`config.mk`:
```
export PLATFORM = sky130hd
export DESIGN_NAME = led_fade
export DESIGN_NICKNAME = d
export VERILOG_FILES = /design/src/rtl/led_fade_pkg.sv /design/src/rtl/led_fade_pwm_gen.sv /design/src/rtl/led_fade.sv
export SDC_FILE = /design/constraint.sdc
export NUM_CORES = 1
export LEC_CHECK = 0
export CORE_UTILIZATION = 30
export CTS_CLUSTER_SIZE = 30
export DETAILED_ROUTE_END_ITERATION = 6
export GPL_TIMING_DRIVEN = 0
export SLEW_MARGIN = 15
export SYNTH_ARGS = -nofsm -noshare
export SYNTH_HDL_FRONTEND = slang
export SYNTH_HIERARCHICAL = 1
export SYNTH_SLANG_ARGS = --single-unit
```
`constraint.sdc`:
```
create_clock -name clock -period 4.7 [get_ports clock]
set_input_delay 0.94 -clock clock [delete_from_list [all_inputs] [get_ports clock]]
set_output_delay 0.94 -clock clock [all_outputs]
set_load 0.02 [all_outputs]
```
`src/rtl/led_fade_pkg.sv`:
```
// rtl/led_fade_pkg.sv - shared types and helpers for the LED fader.
// LED_FADE_GAMMA_EN selects the quadratic brightness map; undefined gives a linear map.
package led_fade_pkg;

   typedef enum logic [1:0] {
      ST_OFF,
      ST_UP,
      ST_ON,
      ST_DOWN
   } state_e;

   localparam int unsigned MAP_W = 16;

   function automatic int unsigned cnt_width(input int unsigned div);
      return (div > 1) ? $clog2(div) : 1;
   endfunction

   // Callers truncate the result to their own PWM width; bits is that width.
   function automatic logic [MAP_W-1:0] bright_map(input logic [MAP_W-1:0] lvl,
                                                   input int unsigned bits);
      logic [MAP_W-1:0] max_v;
`ifdef LED_FADE_GAMMA_EN
      logic [2*MAP_W-1:0] prod;
`endif
      max_v = MAP_W'((32'd1 << bits) - 32'd1);
`ifdef LED_FADE_GAMMA_EN
      prod = {{MAP_W{1'b0}}, lvl} * {{MAP_W{1'b0}}, lvl};
      if (lvl == max_v)
         return max_v;
      return MAP_W'(prod >> bits);
`else
      return lvl & max_v;
`endif
   endfunction

endpackage

```
`src/rtl/led_fade_pwm_gen.sv`:
```
// rtl/led_fade_pwm_gen.sv - free-running PWM with duty latched at period end.
module pwm_gen
   import led_fade_pkg::*;
#(
   parameter int unsigned PWM_BITS = 8
) (
   input  logic                clock,
   input  logic                reset,
   input  logic [PWM_BITS-1:0] duty_in,
   output logic                pwm_out
);

   localparam logic [PWM_BITS-1:0] MAX = '1;

   logic [PWM_BITS-1:0] cnt_q;
   logic [PWM_BITS-1:0] duty_q;
   logic                pwm_q;

   // Duty only updates at the period boundary so a period is never split.
   always_ff @(posedge clock) begin
      if (reset) begin
         cnt_q  <= '0;
         duty_q <= '0;
         pwm_q  <= 1'b0;
      end else begin
         cnt_q <= cnt_q + 1'b1;
         if (cnt_q == MAX)
            duty_q <= duty_in;
         pwm_q <= (duty_q == MAX) || (cnt_q < duty_q);
      end
   end

   assign pwm_out = pwm_q;

endmodule

```
`src/rtl/led_fade.sv`:
```
// rtl/led_fade.sv - soft-edge LED driver: ramps brightness on led_in edges, drives PWM.
// Brightness map is set by LED_FADE_GAMMA_EN (see led_fade_pkg).
module led_fade
   import led_fade_pkg::*;
#(
   parameter int unsigned PWM_BITS = 8,
   parameter int unsigned RAMP_DIV = 19_608
) (
   input  logic                clock,
   input  logic                reset,
   input  logic                led_in,
   output logic                pwm_out,
   output logic [PWM_BITS-1:0] level,
   output logic                busy
);

   localparam int unsigned         CNT_W    = cnt_width(RAMP_DIV);
   localparam logic [PWM_BITS-1:0] MAX      = '1;
   localparam logic [CNT_W-1:0]    DIV_LAST = CNT_W'(RAMP_DIV - 1);

   state_e              state_q, state_d;
   logic [PWM_BITS-1:0] level_q, level_d;
   logic [CNT_W-1:0]    pre_q, pre_d;
   logic                led_q;
   logic                tick;
   logic [PWM_BITS-1:0] duty;

   assign busy = (state_q == ST_UP) || (state_q == ST_DOWN);
   assign tick = (pre_q == DIV_LAST);

   always_ff @(posedge clock) begin
      if (reset) begin
         state_q <= ST_OFF;
         level_q <= '0;
         pre_q   <= '0;
         led_q   <= 1'b0;
      end else begin
         state_q <= state_d;
         level_q <= level_d;
         pre_q   <= pre_d;
         led_q   <= led_in;
      end
   end

   // A reversal takes priority over a tick so the level never jumps.
   always_comb begin
      state_d = state_q;
      level_d = level_q;
      unique case (state_q)
         ST_OFF: if (led_q) state_d = ST_UP;
         ST_UP: begin
            if (!led_q)
               state_d = ST_DOWN;
            else if (level_q == MAX)
               state_d = ST_ON;
            else if (tick) begin
               level_d = level_q + 1'b1;
               if (level_q == MAX - 1'b1)
                  state_d = ST_ON;
            end
         end
         ST_ON: if (!led_q) state_d = ST_DOWN;
         ST_DOWN: begin
            if (led_q)
               state_d = ST_UP;
            else if (level_q == '0)
               state_d = ST_OFF;
            else if (tick) begin
               level_d = level_q - 1'b1;
               if (level_q == {{(PWM_BITS-1){1'b0}}, 1'b1})
                  state_d = ST_OFF;
            end
         end
      endcase

      pre_d = '0;
      if (busy && (state_d == state_q) && !tick)
         pre_d = pre_q + 1'b1;
   end

   assign duty  = PWM_BITS'(bright_map(MAP_W'(level_q), PWM_BITS));
   assign level = level_q;

   pwm_gen #(
      .PWM_BITS(PWM_BITS)
   ) u_pwm (
      .clock   (clock),
      .reset   (reset),
      .duty_in (duty),
      .pwm_out (pwm_out)
   );

endmodule
```
==> flow_metrics.py <==
metrics = {
    "status": {
        "outcome": "completed",
    },
    "clock_network": {
        "cts_buffer_depth": 2,
        "hold_buffers": 0,
        "cts-buffers-inserted": 5,
        "cts_tree": "yes",
        "cts.sinks": 43,
        "clock_latency_ns": 0.30,
        "cts_setup_buffers": 0,
        "htreeDepth": 2,
        "ctsResizeCount": 0,
        "clockRootBuffer": "clkbuf_8",
        "clk_pin_slew_worst_paths_ns": 0.09,
    },
    "sta": {
        "drv_slew": 0,
        "fmax_mhz": 410,
        "period_needed_ns": 2.44,
        "worst_pin_slew_ns": 0.466,
        "fin_crit_sh": 0.519,
        "hold_viol": 0,
        "clock_skew_ns": 0.00722,
        "fin_setup_tns_ns": 0,
        "relSlewSlack": 0.689,
        "setup_viol": 0,
        "grt_setup_unrepaired": "false",
    },
    "layout": {
        "insertedDiodeCount": 0,
        "final_core_util": 0.355,
        "area_growth_pct": 14.8,
        "final_nets": 293,
        "drive_gt1_frac": 0.0975,
    },
    "route": {
        "drt_iter0_drc": 88,
        "ant_nets": 0,
        "vias": 1878,
        "wl_per_cell_um": 12.4,
        "wirelength_um": 4660,
        "drt_pass1_iterations": 4,
        "drc_errors": 0,
        "viasPerCell": 4.99,
    },
    "global_route": {
        "top_usage_layer": "met2",
        "grt_usage": 0.127,
        "grt_pass1_wl_um": 7760,
        "grtUsageMet2": 0.197,
        "grt_util_met1": 0.170,
        "antenna_found_initial": 0,
        "grt_start_max_net_pins": 15,
        "grt_util_met3": 0.0252,
        "globalRouteOverflowTotal": 0,
        "first_global_vias": 1662,
    },
    "critical_path": {
        "path_max_fanout": 6,
        "end_kind": "output port",
        "critPathArrivalTime_ns": 1.50,
        "cp.required_ns": 3.76,
        "cp-start-kind": "register",
        "path_class": "register to output port",
    },
    "synth": {
        "yosysSeqAreaShare": 0.384,
        "yosys_register_bits": 43,
        "async_reset_ff_frac": 0,
        "avgSynthCellArea_um2": 8.73,
        "syn_inst": 257,
        "synth_fp_nets": 274,
        "synth_edf_count": 0,
        "yosysUniqueCellTypes": 49,
        "synth_area_um2": 2240,
        "yosysWarnings": 6,
        "synth_flop_cell": "dfxtp_1",
    },
    "floorplan": {
        "die_w_um": 88.5,
        "rows": 31,
        "core_area_um2": 7250,
        "die_area_um2": 7830,
        "die_y_um": 88.5,
        "ios": 13,
        "initial_core_util": 0.309,
    },
    "pwr": {
        "vdd_drop_max_uv": 101,
        "p_leak_nw": 0.865,
        "powerDensity_nw_per_um2": 253,
    },
    "placement": {
        "dp_hpwl_um": 3340,
        "place.gp.congestion": 0.779,
        "io_buffer_count": 12,
    },
    "flow_run": {
        "cap_violations": 0,
    },
    "hold_path": {
        "hp-class": "register to register",
    },
}
==> state kept, by name, summed over array words and instances (netlist names) <==
signal	count
u_pwm/pwm_out	1
u_pwm/cnt_q	8
level	8
state_q	2
u_pwm/duty_q	8
pre_q	15
led_q	1
==> logic make-up (layout without fill, tap and decap cells) <==
| kind of cell | after synthesis | count (layout) | synth area share |
|---|---|---|---|
| AOI/OAI and AO/OA | 47 | 47 | 0.127 |
| buffers and inverters | 19 | 39 | 0.0429 |
| DFF | 43 | 43 | 0.384 |
| xor gates and xnor gates | 19 | 19 | 0.0741 |
| and+or+nand+nor | 111 | 111 | 0.276 |
| adders and majority gates | 14 | 14 | 0.0780 |
| muxes | 4 | 4 | 0.0190 |
==> layer usage <==
layer | vias up | share of wire
met5 | - | 0
li1 | 955 | -
met1 | 875 | 0.48
met2 | 42 | 0.46
met4 | 0 | 0.019
met3 | 6 | 0.037
==> power by group <==
part	leakage [nW]	switching, mW	internal, mW
sequential	0.348	0.00689	0.369
clock	0.0402	0.134	0.103
combinational	0.477	0.0205	0.0177
==> layout by cell type (no fill, tap or decap), types with 4 or more instances in the layout <==
| master | count |
|---|---|
| xnor2_1 | 5 |
| ha_1 | 14 |
| a211oi_1 | 4 |
| nand4_1 | 5 |
| o21ai_0 | 14 |
| inv_1 | 13 |
| dfxtp_1 | 43 |
| nor2_1 | 34 |
| and3_1 | 4 |
| nor2b_1 | 4 |
| a21oi_1 | 16 |
| xor2_1 | 14 |
| clkdlybuf4s50_1 | 12 |
| nand2_1 | 12 |
| clkbuf_8 | 6 |
| nand3_1 | 17 |
| or3_1 | 6 |
==> critical path: stages, from the launching register on <==
cell,delay (ns)
dfxtp_1,0.43
clkbuf_1,0.15
clkdlybuf4s50_1,0.61
==> cell usage after synthesis (4+ instances only) <==
cell       n  area share
a211oi_1   4       0.013
and3_1     4       0.011
nand4_1    5       0.014
inv_1     13       0.022
xnor2_1    5       0.020
nand2_1   12       0.020
or3_1      6       0.017
dfxtp_1   43        0.38
xor2_1    14       0.055
nor2_1    34       0.057
a21oi_1   16       0.036
nand3_1   17       0.038
ha_1      14       0.078
nor2b_1    4       0.011
o21ai_0   14       0.031
==> cell type report <==
cell class	instances	area [µm²]
fillers	757	4680
multi-input cells	195	1290
flip-flops and latches	43	861
well taps	99	124
repair buffers	12	120
clock buffers	5	68.8
inverters	13	48.8
plain buffers	6	47.5
clock inverters	3	20.0
==> path summary, 6_finish.rpt <==
| path | startpoint | end | slack [ns] | depth (start not counted) |
|---|---|---|---|---|
| setup / recovery | state_q[0] | busy | 2.26 | 2 |
| hold / removal | u_pwm/cnt_q[0] | u_pwm/cnt_q[0] | 0.47 | 1 |
| setup reg to reg | level[0] | pre_q[3] | 2.36 | 7 |
| hold reg to reg | u_pwm/cnt_q[0] | u_pwm/cnt_q[0] | 0.47 | 1 |
==> per-stage QoR <==
| stage | std cells | area [µm²] | setup WS, ns | hold WS, ns | power, mW |
|---|---|---|---|---|---|
| after detailed placement | 368 | 2490 | 2.01 | 0.454 | 0.424 |
| after floorplan | 257 | 2240 | 2.59 | 0.425 | 0.409 |
| after CTS | 376 | 2580 | 2.23 | 0.476 | 0.667 |
| after global routing | 376 | 2580 | 2.17 | 0.498 | 0.679 |
| after global placement | 368 | 2490 | 2.04 | 0.446 | 0.423 |
| final | 376 | 2580 | 2.26 | 0.472 | 0.653 |
(Power assumes the default switching activity.)
